**src/rtl/load_store_unit.sv**
```systemverilog
// Memory stage of the RV32 core: turns one load or store into a single word-wide
// valid/ready data-memory transaction and returns extended load data or an error code.
module load_store_unit #(
    parameter int unsigned TIMEOUT = 16,
    parameter int unsigned CNT_W   = 5
) (
    input  logic        clk,
    input  logic        rst_n,
    input  logic        req_valid,
    output logic        req_ready,
    input  logic        req_we,
    input  logic [2:0]  req_funct3,
    input  logic [31:0] req_addr,
    input  logic [31:0] req_wdata,
    output logic        mem_req_valid,
    input  logic        mem_req_ready,
    output logic [31:0] mem_addr,
    output logic        mem_we,
    output logic [3:0]  mem_wbe,
    output logic [31:0] mem_wdata,
    input  logic        mem_rsp_valid,
    input  logic [31:0] mem_rdata,
    output logic        done_valid,
    output logic [31:0] done_data,
    output logic [1:0]  done_err
);

    localparam int unsigned XLEN  = 32;
    localparam int unsigned ERR_W = 2;

    localparam logic [ERR_W-1:0] ERR_OK      = 2'b00;
    localparam logic [ERR_W-1:0] ERR_MISALGN = 2'b01;
    localparam logic [ERR_W-1:0] ERR_TIMEOUT = 2'b10;
    localparam logic [ERR_W-1:0] ERR_ILLEGAL = 2'b11;

    // One-hot so every state-decoded output is a single flop bit.
    typedef enum logic [3:0] {
        S_IDLE = 4'b0001,
        S_REQ  = 4'b0010,
        S_WAIT = 4'b0100,
        S_DONE = 4'b1000
    } state_t;

    state_t            state_q, state_d;
    logic [CNT_W-1:0]  cnt_q;
    logic [1:0]        offs_q;
    logic [2:0]        funct3_q;

    logic              accept_c;
    logic              wait_timeout_c;
    logic [ERR_W-1:0]  req_err_c;
    logic [3:0]        st_wbe_c;
    logic [XLEN-1:0]   st_wdata_c;
    logic [7:0]        ld_byte_c;
    logic [15:0]       ld_half_c;
    logic [XLEN-1:0]   ld_data_c;

    assign accept_c       = (state_q == S_IDLE) && req_valid;
    assign wait_timeout_c = (cnt_q == CNT_W'(TIMEOUT - 1));

    // Request legality: illegal funct3 beats misalignment.
    always_comb begin
        req_err_c = ERR_OK;
        case (req_funct3)
            3'b000, 3'b100: req_err_c = ERR_OK;
            3'b001, 3'b101: req_err_c = req_addr[0] ? ERR_MISALGN : ERR_OK;
            3'b010:         req_err_c = (req_addr[1:0] != 2'b00) ? ERR_MISALGN : ERR_OK;
            default:        req_err_c = ERR_ILLEGAL;
        endcase
    end

    // Store lane replication and byte enables.
    always_comb begin
        st_wdata_c = req_wdata;
        st_wbe_c   = 4'b1111;
        case (req_funct3[1:0])
            2'b00: begin
                st_wdata_c = {4{req_wdata[7:0]}};
                st_wbe_c   = 4'b0001 << req_addr[1:0];
            end
            2'b01: begin
                st_wdata_c = {2{req_wdata[15:0]}};
                st_wbe_c   = 4'b0011 << req_addr[1:0];
            end
            default: begin
                st_wdata_c = req_wdata;
                st_wbe_c   = 4'b1111;
            end
        endcase
    end

    // Load lane extraction and sign/zero extension.
    always_comb begin
        ld_byte_c = mem_rdata[{offs_q, 3'b000} +: 8];
        ld_half_c = mem_rdata[{offs_q[1], 4'b0000} +: 16];
        case (funct3_q)
            3'b000:  ld_data_c = {{24{ld_byte_c[7]}}, ld_byte_c};
            3'b100:  ld_data_c = {24'd0, ld_byte_c};
            3'b001:  ld_data_c = {{16{ld_half_c[15]}}, ld_half_c};
            3'b101:  ld_data_c = {16'd0, ld_half_c};
            default: ld_data_c = mem_rdata;
        endcase
    end

    // State register.
    always_ff @(posedge clk or negedge rst_n) begin
        if (!rst_n) state_q <= S_IDLE;
        else        state_q <= state_d;
    end

    // Next-state logic.
    always_comb begin
        state_d = state_q;
        case (state_q)
            S_IDLE: if (req_valid) state_d = (req_err_c != ERR_OK) ? S_DONE : S_REQ;
            S_REQ:  if (mem_req_ready) state_d = mem_we ? S_DONE : S_WAIT;
            S_WAIT: if (mem_rsp_valid || wait_timeout_c) state_d = S_DONE;
            S_DONE: state_d = S_IDLE;
            default: state_d = S_IDLE;
        endcase
    end

    // Handshake outputs decoded from the state flops.
    always_comb begin
        req_ready     = 1'b0;
        mem_req_valid = 1'b0;
        done_valid    = 1'b0;
        case (state_q)
            S_IDLE:  req_ready     = 1'b1;
            S_REQ:   mem_req_valid = 1'b1;
            S_DONE:  done_valid    = 1'b1;
            default: ;
        endcase
    end

    // Request capture, response timeout counter and completion payload.
    always_ff @(posedge clk or negedge rst_n) begin
        if (!rst_n) begin
            cnt_q     <= '0;
            offs_q    <= '0;
            funct3_q  <= '0;
            mem_addr  <= '0;
            mem_we    <= 1'b0;
            mem_wbe   <= '0;
            mem_wdata <= '0;
            done_data <= '0;
            done_err  <= ERR_OK;
        end else begin
            case (state_q)
                S_IDLE: begin
                    if (accept_c && (req_err_c == ERR_OK)) begin
                        offs_q    <= req_addr[1:0];
                        funct3_q  <= req_funct3;
                        mem_addr  <= {req_addr[31:2], 2'b00};
                        mem_we    <= req_we;
                        mem_wbe   <= req_we ? st_wbe_c : 4'b0000;
                        mem_wdata <= req_we ? st_wdata_c : '0;
                    end
                    if (accept_c) begin
                        done_data <= '0;
                        done_err  <= req_err_c;
                    end
                end
                S_REQ: begin
                    cnt_q <= '0;
                    if (mem_req_ready) begin
                        done_data <= '0;
                        done_err  <= ERR_OK;
                    end
                end
                S_WAIT: begin
                    if (mem_rsp_valid) begin
                        done_data <= ld_data_c;
                        done_err  <= ERR_OK;
                    end else if (wait_timeout_c) begin
                        done_data <= '0;
                        done_err  <= ERR_TIMEOUT;
                    end else begin
                        cnt_q <= cnt_q + CNT_W'(1);
                    end
                end
                S_DONE: begin
                    done_data <= '0;
                    done_err  <= ERR_OK;
                end
                default: ;
            endcase
        end
    end

endmodule

```
**config.mk**
```make
export PLATFORM = sky130hd
export DESIGN_NAME = load_store_unit
export DESIGN_NICKNAME = d
export VERILOG_FILES = /design/src/rtl/load_store_unit.sv
export SDC_FILE = /design/constraint.sdc
export NUM_CORES = 1
export LEC_CHECK = 0
export BUFFER_PORTS_ARGS = -buffer_cell sky130_fd_sc_hd__buf_2
export CORE_UTILIZATION = 50
export CTS_CLUSTER_SIZE = 16
export DETAILED_ROUTE_END_ITERATION = 8
export PLACE_DENSITY = 0.79
export SYNTH_ARGS = -nofsm -noshare
export SYNTH_HDL_FRONTEND = slang
export SYNTH_SLANG_ARGS = --single-unit
```
**constraint.sdc**
```tcl
create_clock -name clk -period 2.4 [get_ports clk]
set_input_delay 0.36 -clock clk [delete_from_list [all_inputs] [get_ports clk]]
set_output_delay 0.36 -clock clk [all_outputs]
set_load 0.005 [all_outputs]
```
==> flow_summary.ini <==
[cts]
clk_latency_ps = 510
htreeDepth = 4
root_buffer = clkbuf_8
clk_pin_slew_ps = 60
cts_setup_buffers = 0
cts_buffer_depth = 2
cts_tree = done
cts_buffers = 17
cts_sinks = 115

[cells_and_area]
drive_above_1_share_pct = 41.4
area_growth_pct = 31.8
diodes = 0
fillers = 885
layout.nets = 823
layout_commonest_cell = buf_2
layout_common_cells = buf_2 (207), dfrtp_1 (114), nand2_1 (63), mux2_2 (41), o21ai_0 (39)

[floorplanning]
die_w_um = 108
coreArea_um2 = 10900
rows = 38
die_h_um = 108
start_util_pct = 51.5
dieArea_um2 = 11600
ios = 211

[routing]
via_per_inst = 5.45
ant_nets = 0
wire_per_inst_um = 16.5
route.detailed.drc = 0
drt-initial-drc-count = 227
dr.pass1.iters = 5
wl_um = 14300
vias = 4740

[logic_synthesis]
synth_simple_gate_area_share_pct = 11.2
synth_fa_ha_area_share_pct = 0.446
muxShareOfSynthArea_pct = 15.6
synth.top_cell.area_share_pct = 50.9
synth_warnings = 0
synth_compound_area_share_pct = 16.1
synth_cells = 515
synthXorXnorAreaFrac_pct = 0.156
syn_area_um2 = 5610
syn-mean-instance-area_um2 = 10.9
ys_top_cells_by_area = dfrtp_1 (51%), mux2_2 (8.2%), mux2i_1 (6.1%)
synth_top_family_by_area = compound AO/OA/AOI/OAI gates
synth_top_cell_by_area = dfrtp_1
ys_types = 50
yosysSeqAreaShare_pct = 51.4
ys_seq_elements = 115

[grt]
grt_max_degree = 96
first_global_vias = 4730
gr-total-overflow = 0
track_usage_pct = 25.7
grt_first_pass_wirelength_um = 23000
antenna_found_initial = 0

[sta]
worst_pin_slew_ps = 675
fin_crit_sh_pct = 91.9
skew_ps = 7.78
slew_viol_final = 0
finalHoldViolCount = 0
rsz0062_at_grt = false
timing.final.crit_period_ps = 2210
fmax_mhz = 453
setup_tns_ps = 0
slew_headroom_pct = 55.0
setup_viol = 0

[critical_path]
start_kind = flip-flop
crit_arrival_ps = 1850
crit_type = reg -> out
crit-reg2reg-launch = cnt_q[0]
startpoint = state_q[3]
crit_path_max_incr_delay_ps = 550
critical_path.endpoint_type = primary output
crit_required_ps = 2040
worstPathCellList = inv_1 > or4_1 > inv_1 > buf_2
cp_max_fo = 8
cpMostUsedCell = inv_1
crit_slowest_cell = or4_1

[pwr]
power.total_w = 0.00828
leakagePower_nw = 3.89
peakVddDrop_mv = 0.569
p_per_area_nw_per_um2 = 1120

[min_path]
min_path_type = in -> reg
hp-start = req_addr[13]

[outcome]
status = finished clean

[placed_design]
dp_hpwl_um = 10500
gp_congestion = 0.867
port_buffers = 208

[run]
maxCapViolCount = 0
kinds of logic (layout without fill, tap and decap cells):
logic type               count (synthesis)  in the layout
AND/OR/NAND/NOR                        127            127
flip-flops                             115            115
other                                    1              2
multiplexers                            80             80
buffers and inverters                   62            275
adder cells (fa/ha/maj)                  2              2
XOR/XNOR                                 1              1
AO/OA/AOI/OAI                          127            127
final timing paths:
kind | end | slack, ps | depth (start not counted)
worst min-delay path | mem_addr[13] | 80 | 2
worst min register to register | mem_wdata[15] | 470 | 2
min in group asynchronous | cnt_q[4] | 260 | 2
worst max register to register | done_err[0] | 310 | 7
worst max-delay path | done_valid | 190 | 4
max in group asynchronous | state_q[0] | 1490 | 3
critical path, delay by kind of cell (launching register included):
family / cells / cell delay, ps
buffers and inverters: 3 / 310
and+or+nand+nor: 1 / 550
DFF: 1 / 490
final cells by class:
cell class | count | area, um2 | area share (%)
Sequential cell | 115 | 2880 | 39.0
Multi-Input combinational cell | 339 | 2450 | 33.2
Timing Repair Buffer | 223 | 1200 | 16.2
Clock buffer | 23 | 487 | 6.59
Tap cell | 140 | 175 | 2.37
Clock inverter | 9 | 125 | 1.69
Inverter | 20 | 75.1 | 1.02
Yosys cell counts (all sizes together):
master	instances
mux2	45
dfstp	1
a31oi	1
nor3	1
nand2	63
o21bai	1
a211oi	2
xor2	1
nand3b	1
a32o	16
o31ai	22
conb	1
nor2	17
nor4	1
dfrtp	114
a22o	1
and3b	1
a21oi	10
nand2b	28
ha	2
a21o	11
mux2i	34
o21ai	40
nand3	1
o311ai	2
clkbuf	26
o2bb2ai	7
nor2b	8
a41o	1
or4b	2
o32ai	2
o22ai	1
mux4	1
a221oi	9
inv	20
buf	16
and3	1
nor4b	2
o211ai	1
or4	1
power by group:
part | internal (W) | switching (W) | total [W]
sequential | 0.00261 | 0.000458 | 0.00306
clock | 0.00171 | 0.000838 | 0.00255
combinational | 0.00131 | 0.00136 | 0.00267
timing repair:
action	in CTS	in global routing
hold endpoints to repair	13	0
hold buffers	1	0
gates resized for setup	0	1
endpoints found under the setup margin	0	1
state kept, by name, summed over array words and instances, names as in the netlist:
register and cells:
done_data 32, mem_wdata 32, mem_addr 30, cnt_q 5, mem_wbe 4, state_q 4, funct3_q 3, done_err 2
offs_q 2, mem_we 1
through the flow:
stage / worst slack [ps] / cell area (um2) / util, % / hold WS (ps) / std cells
floorplan: 468 / 5610 / - / 64.4 / 516
global placement: 363 / 6760 / 62.1 / 233 / 836
detailed placement: 308 / 6760 / 62.1 / 235 / 836
CTS: 60.7 / 7380 / 67.8 / 60.7 / 869
global route: 90.1 / 7390 / 67.9 / 59.4 / 869
finish: 193 / 7390 / 67.9 / 80.9 / 869
layer usage:
metal / part of all wire, % / up-vias / wire length [um] / global-route usage [%]
met5: 0 / - / 0 / 0
met4: 1.1 / 0 / 151 / 7.34
met3: 7.2 / 15 / 1030 / 7.02
met2: 50 / 190 / 7240 / 44.4
met1: 41 / 2303 / 5920 / 31.3
li1: - / 2232 / - / -
(Power assumes the default switching activity.)
